$ cat src/rtl/if_pkg.sv
// Shared types and constants for the instruction fetch stage.
package if_pkg;

    typedef enum logic [1:0] {
        ISSUE = 2'd0,
        WAIT  = 2'd1,
        HOLD  = 2'd2
    } if_state_t;

    localparam logic [31:0] NOP_INSTR        = 32'h0000_0000;
    localparam logic [31:0] DEFAULT_RESET_PC = 32'h0040_0000;
    localparam logic [31:0] INSTR_BYTES      = 32'd4;

endpackage

$ cat src/rtl/if_pc_gen.sv
// PC generator: architectural PC, pending redirect target, next fetch
// address priority mux, redirect alignment check and the +4 adder.
module if_pc_gen
    import if_pkg::*;
#(
    parameter logic [31:0] RESET_PC = DEFAULT_RESET_PC
) (
    input  logic        CLK,
    input  logic        RESET,
    input  logic [31:0] Alt_PC_IN,
    input  logic        Request_Alt_PC_IN,
    input  logic        deliver,
    input  logic [31:0] dlv_addr,
    output logic [31:0] fetch_addr,
    output logic [31:0] dlv_addr_plus4,
    output logic        misaligned
);

    logic [31:0] pc_reg;
    logic [31:0] pending_pc;
    logic        pending_redirect;
    logic [31:0] alt_aligned;

    assign alt_aligned    = {Alt_PC_IN[31:2], 2'b00};
    assign misaligned     = Request_Alt_PC_IN && (Alt_PC_IN[1:0] != 2'b00);
    assign dlv_addr_plus4 = dlv_addr + INSTR_BYTES;

    // A live redirect beats a remembered one, which beats sequential flow.
    always_comb begin
        fetch_addr = pc_reg;
        if (Request_Alt_PC_IN)
            fetch_addr = alt_aligned;
        else if (pending_redirect)
            fetch_addr = pending_pc;
    end

    // Advance the PC on delivery; otherwise remember any redirect for the next issue.
    always_ff @(posedge CLK) begin
        if (RESET) begin
            pc_reg           <= RESET_PC;
            pending_pc       <= 32'h0;
            pending_redirect <= 1'b0;
        end else if (deliver) begin
            pc_reg           <= dlv_addr_plus4;
            pending_redirect <= 1'b0;
        end else if (Request_Alt_PC_IN) begin
            pending_pc       <= alt_aligned;
            pending_redirect <= 1'b1;
        end
    end

endmodule

$ cat src/rtl/if_fetch_stage.sv
// Instruction fetch stage: req/ack handshake to instruction memory,
// one-entry hold buffer for words returning during a freeze, squash of
// words made stale by a redirect, and registered outputs to decode.
// Optional macro IF_PERF_COUNTERS_EN adds fetched/stall/squash counters.
//
// state | meaning
// ISSUE | presenting a new fetch address (request dropped while frozen)
// WAIT  | request outstanding, address held stable until ack
// HOLD  | word returned during freeze, parked until unfreeze
module if_fetch_stage
    import if_pkg::*;
#(
    parameter logic [31:0] RESET_PC = DEFAULT_RESET_PC,
    parameter int          MAX_WAIT = 15,
    parameter int          WAIT_W   = 4
) (
    input  logic        CLK,
    input  logic        RESET,
    input  logic [31:0] Alt_PC_IN,
    input  logic        Request_Alt_PC_IN,
    input  logic        FREEZE_IN,
    output logic        IMem_Req_OUT,
    output logic [31:0] IMem_Addr_OUT,
    input  logic        IMem_Ack_IN,
    input  logic [31:0] IMem_Data_IN,
    output logic [31:0] Instr1_OUT,
    output logic [31:0] Instr_PC_OUT,
    output logic [31:0] Instr_PC_Plus4_OUT,
    output logic        Fetch_Error_OUT
`ifdef IF_PERF_COUNTERS_EN
    ,
    output logic [31:0] Perf_Fetched_OUT,
    output logic [31:0] Perf_Stall_OUT,
    output logic [15:0] Perf_Squash_OUT
`endif
);

    if_state_t          state, state_n;
    logic [31:0]        req_addr;
    logic [31:0]        hold_data;
    logic               squash_q, squash_n, squash_now;
    logic [WAIT_W-1:0]  wait_tmr;
    logic               imem_req, ack_v, timeout;
    logic               deliver, discard, load_hold;
    logic [31:0]        fetch_addr, dlv_addr, dlv_addr_plus4, dlv_data;
    logic               misaligned;

    if_pc_gen #(.RESET_PC(RESET_PC)) u_pc_gen (
        .CLK               (CLK),
        .RESET             (RESET),
        .Alt_PC_IN         (Alt_PC_IN),
        .Request_Alt_PC_IN (Request_Alt_PC_IN),
        .deliver           (deliver),
        .dlv_addr          (dlv_addr),
        .fetch_addr        (fetch_addr),
        .dlv_addr_plus4    (dlv_addr_plus4),
        .misaligned        (misaligned)
    );

    assign imem_req      = !RESET && (((state == ISSUE) && !FREEZE_IN) || (state == WAIT));
    assign ack_v         = imem_req && IMem_Ack_IN;
    assign IMem_Req_OUT  = imem_req;
    assign IMem_Addr_OUT = (state == ISSUE) ? fetch_addr : req_addr;
    assign dlv_addr      = (state == ISSUE) ? fetch_addr : req_addr;
    assign dlv_data      = (state == HOLD) ? hold_data : IMem_Data_IN;
    assign squash_now    = squash_q || Request_Alt_PC_IN;
    assign timeout       = (state == WAIT) && !ack_v && (wait_tmr == WAIT_W'(1));

    // Next state, delivery/discard decisions and squash tracking.
    always_comb begin
        state_n   = state;
        deliver   = 1'b0;
        discard   = 1'b0;
        load_hold = 1'b0;
        squash_n  = squash_q;
        case (state)
            ISSUE: begin
                squash_n = 1'b0;
                if (ack_v)
                    deliver = 1'b1;
                else if (imem_req)
                    state_n = WAIT;
            end
            WAIT: begin
                if (ack_v) begin
                    squash_n = 1'b0;
                    if (squash_now) begin
                        discard = 1'b1;
                        state_n = ISSUE;
                    end else if (FREEZE_IN) begin
                        load_hold = 1'b1;
                        state_n   = HOLD;
                    end else begin
                        deliver = 1'b1;
                        state_n = ISSUE;
                    end
                end else begin
                    squash_n = squash_now;
                end
            end
            HOLD: begin
                if (FREEZE_IN) begin
                    squash_n = squash_now;
                end else begin
                    squash_n = 1'b0;
                    state_n  = ISSUE;
                    if (squash_now)
                        discard = 1'b1;
                    else
                        deliver = 1'b1;
                end
            end
            default: state_n = ISSUE;
        endcase
    end

    // State, squash flag, latched request address and hold buffer.
    always_ff @(posedge CLK) begin
        if (RESET) begin
            state     <= ISSUE;
            squash_q  <= 1'b0;
            req_addr  <= 32'h0;
            hold_data <= 32'h0;
        end else begin
            state    <= state_n;
            squash_q <= squash_n;
            if ((state == ISSUE) && imem_req)
                req_addr <= fetch_addr;
            if (load_hold)
                hold_data <= IMem_Data_IN;
        end
    end

    // Wait timer counts down from MAX_WAIT; reaching 1 in WAIT without ack is the timeout.
    always_ff @(posedge CLK) begin
        if (RESET)
            wait_tmr <= '0;
        else if ((state == ISSUE) && (state_n == WAIT))
            wait_tmr <= WAIT_W'(MAX_WAIT);
        else if ((state == WAIT) && !ack_v && (wait_tmr != '0))
            wait_tmr <= wait_tmr - 1'b1;
    end

    // Sticky error, cleared only by reset.
    always_ff @(posedge CLK) begin
        if (RESET)
            Fetch_Error_OUT <= 1'b0;
        else if (timeout || misaligned)
            Fetch_Error_OUT <= 1'b1;
    end

    // Decode-facing registers: load on delivery, NOP on bubble, hold while frozen.
    always_ff @(posedge CLK) begin
        if (RESET) begin
            Instr1_OUT         <= NOP_INSTR;
            Instr_PC_OUT       <= 32'h0;
            Instr_PC_Plus4_OUT <= 32'h0;
        end else if (deliver) begin
            Instr1_OUT         <= dlv_data;
            Instr_PC_OUT       <= dlv_addr;
            Instr_PC_Plus4_OUT <= dlv_addr_plus4;
        end else if (!FREEZE_IN) begin
            Instr1_OUT         <= NOP_INSTR;
        end
    end

`ifdef IF_PERF_COUNTERS_EN
    // Saturating performance counters.
    always_ff @(posedge CLK) begin
        if (RESET) begin
            Perf_Fetched_OUT <= 32'h0;
            Perf_Stall_OUT   <= 32'h0;
            Perf_Squash_OUT  <= 16'h0;
        end else begin
            if (deliver && !(&Perf_Fetched_OUT))
                Perf_Fetched_OUT <= Perf_Fetched_OUT + 32'd1;
            if (((state == WAIT) || FREEZE_IN) && !(&Perf_Stall_OUT))
                Perf_Stall_OUT <= Perf_Stall_OUT + 32'd1;
            if (discard && !(&Perf_Squash_OUT))
                Perf_Squash_OUT <= Perf_Squash_OUT + 16'd1;
        end
    end
`endif

endmodule

$ cat config.mk
export PLATFORM = sky130hd
export DESIGN_NAME = if_fetch_stage
export DESIGN_NICKNAME = d
export VERILOG_FILES = /design/src/rtl/if_pkg.sv /design/src/rtl/if_pc_gen.sv /design/src/rtl/if_fetch_stage.sv
export SDC_FILE = /design/constraint.sdc
export NUM_CORES = 1
export LEC_CHECK = 0
export BUFFER_PORTS_ARGS = -buffer_cell sky130_fd_sc_hd__buf_2
export CAP_MARGIN = 40
export CORE_MARGIN = 3
export CORE_UTILIZATION = 50
export CTS_CLUSTER_DIAMETER = 60
export DETAILED_ROUTE_END_ITERATION = 7
export PLACE_DENSITY = 0.85
export SLEW_MARGIN = 20
export SYNTH_ARGS = -nofsm -noshare
export SYNTH_HDL_FRONTEND = slang
export SYNTH_SLANG_ARGS = --single-unit
export TNS_END_PERCENT = 5
$ cat constraint.sdc
create_clock -name CLK -period 3.2 [get_ports CLK]
set_clock_uncertainty 0.05 [all_clocks]
set_input_delay 0.64 -clock CLK [delete_from_list [all_inputs] [get_ports CLK]]
set_output_delay 0.64 -clock CLK [all_outputs]
set_load 0.02 [all_outputs]
; ---- Yosys cells after proc, flatten, opt, wreduce, memory -nomap -nowiden
; Cells that the tools add are included.
[word_totals]
reg_bits = 231
latchBits = 0
ramBits = 0
romBits = 0
out_inout_bits = 130
elab_cells = 71
memories = 0
[classes]
n_addsub = 2
multipliers = 0
div = 0
magnitude_cmp = 0
n_eq_ne = 5
n_shift = 0
muxes = 29
n_bitwise = 1
reduce_logical = 22
[op_table]
columns = operator, count
row1 = two-way mux 32 bit, 6
row2 = "adder 32 x 3 -> 32 bit, second input constant", 1
row3 = two-way mux 1 bit, 12
row4 = two-way mux 2 bit, 6
row5 = logical AND 1 bit, 9
row6 = two-way mux 4 bit, 2
row7 = case mux 1 bit (3 select lines), 2
row8 = case mux 2 bit (3 select lines), 1
row9 = "== test 2 x 1 -> 1 bit, second input constant", 2
row10 = "== test 4 x 1 -> 1 bit, second input constant", 1
row11 = nonzero test 2 bit, 2
row12 = nonzero test 4 bit, 1
row13 = "subtractor 4 x 1 -> 4 bit, second input constant", 1
row14 = logical NOT 1 bit, 3
row15 = logical OR 1 bit, 3
row16 = nonzero test 3 bit, 1
row17 = "== test 2 bit, second input constant", 1
row18 = logical NOT 2 bit, 1
row19 = "!= test 2 x 1 -> 1 bit, second input constant", 1
row20 = AND reduction 2 bit, 1
row21 = OR reduction 2 bit, 1
row22 = inverter 1 bit, 1

; ---- Logic depth before layout (Yosys ltp)
; Gate-level depths: netlist of the first run.
[depth]
ltp_word = 10
depth_mapped = 16

; ---- By module
; From an unflattened synthesis of the first run, not the netlist that was laid out.
[hier_totals]
cells_unflattened = 1224
area_unflattened_um2 = 10503.8
[by_module_without_submodules]
columns = module, n_inst, cells_per_inst, area_per_inst_um2, seq_area_each_um2
row1 = if_fetch_stage, 1, 746, 6927.9, 3363.2
row2 = if_pc_gen, 1, 478, 3575.9, 1261.2

; ---- Worst setup path after synthesis of the first run
; OpenSTA, ideal clock, no wires.
[synth_path]
path_type = flip-flop to flip-flop
from = reg state[0]
to = reg u_pc_gen.pc_reg[28]
setup_ns = 0.122
t_arrival_ns = 3.305
setup_slack_ns = -0.277
path_stages_with_launch = 17
n_path_buf = 6
cell_sequence = dfxtp_1 -> inv_1 -> ha_1 -> buf_4 -> buf_4 -> buf_4 -> buf_2 -> buf_1 -> mux2_2 -> ha_1 -> o211ai_1 -> o21ai_0 -> o211ai_1 -> buf_2 -> nor2_1 -> o22ai_1 -> a221o_1
[synth_via]
elab_cells_between_ends = 12
classes_between = add/sub: 1 / eq/ne: 2 / mux: 4 / reduce/logical: 5
[synth_lines]
columns = item, line_no
row1 = from (decl), if_fetch_stage.sv:38  ; if_state_t state, state_n;
row2 = from (signal assigned), if_fetch_stage.sv:125  ; state <= state_n;
row3 = logical NOT 2 bit, n/a
row4 = two-way mux 32 bit, n/a
row5 = via IMem_Addr_OUT[2], if_fetch_stage.sv:23  ; output logic [31:0] IMem_Addr_OUT,
row6 = adder 32 x 3 -> 32 bit, if_pc_gen.sv:26  ; assign dlv_addr_plus4 = dlv_addr + INSTR_BYTES;
row7 = to (signal assigned), if_pc_gen.sv:44  ; pc_reg <= dlv_addr_plus4;
row8 = to (decl), if_pc_gen.sv:19  ; logic [31:0] pc_reg;
; The timed path passes the listed nets, and every way through them passes these cells.
; A chain may end at the register's enable or synchronous reset.

; ---- Worst setup path in the final report of the first run
[layout_path]
from = reg u_pc_gen.pending_redirect
to = out IMem_Addr_OUT[28]
[layout_via]
elab_chain_len = 3
[layout_lines]
columns = item, line_no
row1 = from (decl), if_pc_gen.sv:21  ; logic pending_redirect;
row2 = from (signal assigned), if_pc_gen.sv:42  ; pending_redirect <= 1'b0;
row3 = from (signal assigned), if_pc_gen.sv:45  ; pending_redirect <= 1'b0;
row4 = from (signal assigned), if_pc_gen.sv:48  ; pending_redirect <= 1'b1;
row5 = two-way mux 32 bit, if_pc_gen.sv:33  ; else if (pending_redirect)
row6 = two-way mux 32 bit, if_pc_gen.sv:31  ; if (Request_Alt_PC_IN)
row7 = two-way mux 32 bit, if_fetch_stage.sv:63  ; assign IMem_Addr_OUT = (state == ISSUE) ? fetch_addr : req_addr;
row8 = to (decl), if_fetch_stage.sv:23
; Every way passes these cells.

==> impl_metrics.json, run 1 <==
{
  "outcome": "finished, final reports clean",
  "final_cell_area_mm2": 0.0112,
  "dieWidth_um": 144,
  "first_iter_violations": 693,
  "crit_arrival_ns": 2.35,
  "r2r_slack_ns": 0.32,
  "crit_family": "buffers and inverters",
  "coreArea_mm2": 0.0183,
  "tightest_slew_ns": 0.787,
  "rsz0062_at_grt": "no",
  "hold_start": "IMem_Data_IN[18]",
  "clk_pin_slew_ns": 0.08,
  "yosys_warnings": 0,
  "clkSinkCount": 198,
  "grt_max_degree": 73,
  "worstPathCellList": "buf_4 > mux2i_1 > o21ai_0 > mux2i_1 > inv_1 > buf_2",
  "seq_area_frac_synth_pct": 41.5,
  "gr-total-overflow": 0,
  "cts_buffer_depth": 2,
  "final_cell_mix": "197 x buf_2, 196 x dfxtp_1, 193 x nand2_1, 107 x nor2_1, 90 x mux2i_1",
  "hp-class": "primary input to flop",
  "root_buffer": "clkbuf_16",
  "synth-edff-count": 0,
  "nets": 1355,
  "post-route-util_pct": 61.0,
  "grt_first_pass_wirelength_mm": 42.2,
  "place.gp.congestion": 0.912,
  "synth_flop_cell": "dfxtp_1",
  "fin_setup_tns_ns": 0,
  "p_leak_nw": 4.81,
  "num_rows": 49,
  "holdPathEnd": "hold_data[18]$_SDFFE_PP0P_",
  "avgRoutedWirePerCell_um": 18.0,
  "period_needed_ns": 3.04,
  "slew_viol_final": 0,
  "dieArea_mm2": 0.0208,
  "ir_drop_mv": 0.383,
  "min_path_cells": 3,
  "crit_path_frequent_cell": "mux2i_1",
  "vias": 8604,
  "start_kind": "flop",
  "instances_no_fill": 1522,
  "worstRegToRegCells": 9,
  "synth_nets": 1210,
  "io_pins": 199,
  "hold_viol": 0,
  "die_y_um": 144,
  "io_buffers": 198,
  "htreeDepth": 4,
  "crit_type": "flop to output pin",
  "critPathMaxFanout": 20,
  "cts_buffers": 17,
  "grt_use_met2_pct": 40.6,
  "grt_pass1_vias": 8087,
  "drc": 0,
  "fillers": 1549,
  "rr_endpoint": "u_pc_gen.pc_reg[20]$_SDFFE_PP0P_",
  "endpoint_kind": "output pin",
  "hold_buffers": 0,
  "syn2layout_area_growth_pct": 17.3,
  "cts_tree": "done",
  "drive_gt1_share_pct": 25.4,
  "required_ns": 2.51,
  "layout_commonest_cell": "buf_2",
  "pre_cts_ws_ns": 0.146,
  "top_usage_layer": "met2",
  "r2r_start": "state[1]$_SDFF_PP0_",
  "power.density_mw_per_mm2": 527,
  "cts_setup_buffers": 0,
  "cp_slowest_stage_delay_ns": 0.46,
  "wl_mm": 27.4,
  "met3_usage_pct": 6.65,
  "finalPower_mw": 5.90,
  "syn_avg_cell_area_um2": 8.42,
  "grt_use_total_pct": 25.3,
  "grt_antenna_before_repair": 2,
  "gr-usage-met1_pct": 33.1,
  "vias_per_cell": 5.65,
  "async_reset_ff_share_pct": 0,
  "synth_area_mm2": 0.00954,
  "critPathBufInv": 3,
  "dr.pass1.iters": 5,
  "final.period_utilization_pct": 95.0,
  "clkLatencyLatePin_ns": 0.43,
  "timing.hold.ws_ns": 0.391,
  "worst_slack_ns": 0.161,
  "max_cap_viol_count": 0,
  "slew_headroom_pct": 47.6,
  "cts_resized": 0,
  "finalSetupViolations": 0,
  "synth_cells": 1133,
  "synth.distinct_cells": 71,
  "drtAntennaViolNets": 0,
  "crit_slowest_cell": "o21ai_0",
  "ys_ff_latch": 198,
  "dpl.cell_count": 1488,
  "dpl.hpwl_mm": 19.2,
  "start_util_pct": 52.1,
  "place_area_mm2": 0.0106,
  "fmax_mhz": 329
}
## routing by layer
| metal | part of all wire, % | wire (um) | vias up |
|---|---|---|---|
| met4 | 2.8 | 762 | 2 |
| met5 | 0.040 | 11 | - |
| met1 | 42 | 11600 | 4059 |
| li1 | - | - | 4118 |
| met2 | 47 | 12900 | 359 |
| met3 | 7.9 | 2170 | 66 |
## power by group
group          internal, mW  leakage, nW  switching, mW
Combinational         0.383         2.90          0.652
Sequential             2.58         1.61         0.0839
Clock                  1.18        0.290           1.01
## logic make-up after synthesis
| group | count (synthesis) | synth area share (%) |
|---|---|---|
| mux | 110 | 11.8 |
| xor+xnor | 24 | 2.20 |
| flops | 198 | 41.5 |
| buf+inv | 142 | 8.12 |
| compound gates | 242 | 15.7 |
| simple gates | 409 | 19.5 |
| fa+ha+maj | 8 | 1.05 |
## area by class of cell
type | instances | area (um^2) | area share, %
diodes | 2 | 5.00 | 0.0447
clock buffers | 18 | 429 | 3.83
clock inverters | 14 | 161 | 1.44
inverters | 27 | 101 | 0.906
multi-input cells | 793 | 4850 | 43.3
flip-flops and latches | 198 | 3970 | 35.5
well taps | 229 | 287 | 2.56
repair buffers | 241 | 1390 | 12.4
## worst min-delay path: cells and delay by family
kind | cells | cell delay (ns)
AND/OR/NAND/NOR | 1 | 0.05
buffers and inverters | 1 | 0.10
AO/OA/AOI/OAI | 1 | 0.05
## worst max path at each step
| stage | from | endpoint | slack (ns) | cells past startpoint |
|---|---|---|---|---|
| global placement | Request_Alt_PC_IN | u_pc_gen.pc_reg[16]$_SDFFE_PP0P_ | 0.30 | 11 |
| detailed placement | Request_Alt_PC_IN | u_pc_gen.pc_reg[20]$_SDFFE_PP0P_ | 0.15 | 11 |
| floorplan | state[1]$_SDFF_PP0_ | u_pc_gen.pc_reg[28]$_SDFFE_PP0P_ | 0.009 | 16 |
| global route | u_pc_gen.pending_redirect$_SDFFE_PP0P_ | IMem_Addr_OUT[28] | 0.07 | 6 |
| CTS | u_pc_gen.pending_redirect$_SDFFE_PP0P_ | IMem_Addr_OUT[24] | 0.07 | 5 |
| finish | u_pc_gen.pending_redirect$_SDFFE_PP0P_ | IMem_Addr_OUT[28] | 0.16 | 6 |
## cell usage after synthesis (all sizes together) (13+ instances only)
master  number  area, um^2
clkbuf      55         206
a211oi      13         108
inv         26        97.6
nor3        29         155
mux2        20         229
nand2      194         728
a21oi       87         435
o21ai       84         420
buf         60         467
xnor2       21         184
nand2b      13        81.3
dfxtp      198        3960
nor2b       13        81.3
mux2i       90         901
nor2       107         402
Note: power is estimated with default switching activity, not from simulation.
==> run 2, diff against run 1 <==
--- a/config.mk
+++ b/config.mk
@@ -8,10 +8,10 @@
 export BUFFER_PORTS_ARGS = -buffer_cell sky130_fd_sc_hd__buf_2
 export CAP_MARGIN = 40
 export CORE_MARGIN = 3
-export CORE_UTILIZATION = 50
+export CORE_UTILIZATION = 30
 export CTS_CLUSTER_DIAMETER = 60
 export DETAILED_ROUTE_END_ITERATION = 7
-export PLACE_DENSITY = 0.85
+export PLACE_DENSITY = 0.59
 export SLEW_MARGIN = 20
 export SYNTH_ARGS = -nofsm -noshare
 export SYNTH_HDL_FRONTEND = slang
==> run 2 against run 1 <==
Effect of this change:
- sequential share of layout area is 0.77 points lower
- setup slack worse by 0.024 ns
- sequential power hardly changed
- cell count is 11% higher
- combinational power hardly changed
- power is 1.6% lower
- critical path depth is 1 higher
- global-route usage is 8.1 points lower
- register-to-register slack better by 0.02 ns
- largest cell class unchanged
==> impl_metrics.json, run 2 (synthesized netlist as in run 1, its figures left out) <==
{
  "outcome": "finished, final reports clean",
  "switching_share_pct": 31.1,
  "pwr-share-comb_pct": 18.3,
  "hp-class": "primary input to flop",
  "io_buffers": 198,
  "drtAntennaViolNets": 0,
  "start_kind": "flop",
  "ir_drop_mv": 0.341,
  "die_y_um": 184,
  "crit_slowest_cell": "mux2_2",
  "max_cap_viol_count": 0,
  "clk_pin_slew_ns": 0.08,
  "dieWidth_um": 184,
  "avgRoutedWirePerCell_um": 17.6,
  "num_rows": 64,
  "hold_buffers": 0,
  "final.period_utilization_pct": 95.7,
  "drc": 0,
  "worstPathCellList": "inv_1 > ha_4 > buf_12 > buf_4 > buf_4 > mux2_2 > buf_2",
  "first_iter_violations": 617,
  "n_antenna_cell": 0,
  "grt_max_degree": 66,
  "p_sw_mw": 1.80,
  "fillers": 3178,
  "wl_mm": 29.9,
  "cts_tree": "done",
  "vias": 8396,
  "place.gp.congestion": 0.870,
  "final_cell_area_mm2": 0.0114,
  "hold_viol": 0,
  "rsz0062_at_grt": "no",
  "crit_type": "flop to output pin",
  "internal_power_mw": 4.00,
  "p_leak_nw": 4.81,
  "fmax_mhz": 327,
  "slew_viol_final": 0,
  "endpoint_kind": "output pin",
  "final_cell_mix": "197 x buf_2, 196 x dfxtp_1, 193 x nand2_1, 106 x nor2_1, 90 x mux2i_1",
  "clkLatencyLatePin_ns": 0.44,
  "period_needed_ns": 3.06,
  "dr.pass1.iters": 5,
  "gr-total-overflow": 0,
  "dpl.hpwl_mm": 21.6,
  "fin_setup_tns_ns": 0,
  "cts_buffers": 17,
  "vias_per_cell": 4.95,
  "post-route-util_pct": 36.9,
  "place_area_mm2": 0.0108,
  "nets": 1366,
  "tightest_slew_ns": 0.698,
  "dieArea_mm2": 0.0340,
  "grt_use_total_pct": 17.2,
  "io_pins": 199,
  "grt_pass1_vias": 7967,
  "grt_antenna_before_repair": 1,
  "finalSetupViolations": 0,
  "worst_slack_ns": 0.137,
  "power.density_mw_per_mm2": 508,
  "crit_arrival_ns": 2.37,
  "p_clk_share_pct": 35.7,
  "pwr-share-seq_pct": 46.0,
  "clkSinkCount": 198,
  "start_util_pct": 30.8,
  "root_buffer": "clkbuf_16",
  "coreArea_mm2": 0.0310,
  "slew_headroom_pct": 52.9,
  "cts_buffer_depth": 2,
  "critPathMaxFanout": 14,
  "required_ns": 2.51,
  "grt_first_pass_wirelength_mm": 45.7,
  "pre_cts_ws_ns": 0.162,
  "cp_slowest_stage_delay_ns": 0.42,
  "crit_path_frequent_cell": "buf_4",
  "layout_commonest_cell": "buf_2",
  "syn2layout_area_growth_pct": 19.8,
  "htreeDepth": 4,
  "drive_gt1_share_pct": 26.2
}
## run 2: cell count changes in the layout (fill, tap and decap cells not counted), sizes merged
cell / previous run / this run
diode: 2 / 0
clkinv: 4 / 3
bufinv: 2 / 0
clkinvlp: 1 / 4
buf: 241 / 252
inv: 34 / 33
## run 2: metrics by stage
step / hold WS, ns / std cells / total power, mW
global route: 0.379 / 1697 / 6.05
finish: 0.392 / 1697 / 5.80
CTS: 0.369 / 1697 / 5.85
global placement: 0.380 / 1662 / 3.76
detailed placement: 0.387 / 1663 / 3.77
floorplan: 0.377 / 1133 / 3.40
## run 2: worst max-delay path: cells and delay by family (launching register included)
| family | cells | cell delay [ns] |
|---|---|---|
| muxes | 1 | 0.42 |
| DFF | 1 | 0.34 |
| adders and majority gates | 1 | 0.32 |
| buffers and inverters | 5 | 0.84 |
## run 2: path summary, 6_finish.rpt
path / from / to / slack (ns) / cells after the start
worst min register to register: Instr1_OUT[26]$_SDFFE_PP0P_ / Instr1_OUT[26]$_SDFFE_PP0P_ / 0.40 / 2
worst max-delay path: state[1]$_SDFF_PP0_ / IMem_Addr_OUT[27] / 0.14 / 7
worst min-delay path: IMem_Data_IN[24] / hold_data[24]$_SDFFE_PP0P_ / 0.39 / 3
worst max register to register: state[1]$_SDFF_PP0_ / u_pc_gen.pc_reg[28]$_SDFFE_PP0P_ / 0.34 / 9
## run 2: power by group through the flow
stage,combinational [mW],clock [mW],sequential [mW]
after global routing,1.16,2.22,2.68
after floorplan,0.642,0,2.75
final,1.06,2.07,2.67
after detailed placement,1.05,0,2.72
after CTS,1.06,2.12,2.67
after global placement,1.04,0,2.72
## run 2: routing by layer
| metal | vias to the layer above | track usage, % | wire length (um) |
|---|---|---|---|
| met5 | - | 0 | 7 |
| met4 | 2 | 5.23 | 639 |
| met3 | 42 | 3.81 | 1750 |
| met2 | 272 | 27.1 | 13700 |
| met1 | 3948 | 23.6 | 13800 |
| li1 | 4132 | - | - |
## run 2: final cells by class
type / instances / area (um^2) / area share (%)
clock buffer: 18 / 429 / 3.75
multi-input combinational: 793 / 4860 / 42.5
sequential: 198 / 3970 / 34.7
timing repair buffer: 252 / 1460 / 12.8
inverter: 27 / 105 / 0.919
tap: 396 / 495 / 4.33
clock inverter: 13 / 116 / 1.02
## run 2: what timing repair did
item,CTS,global route
gates resized for setup,3,2
setup endpoints to repair,3,2
hold endpoints to repair,0,0
buffers inserted,3,0
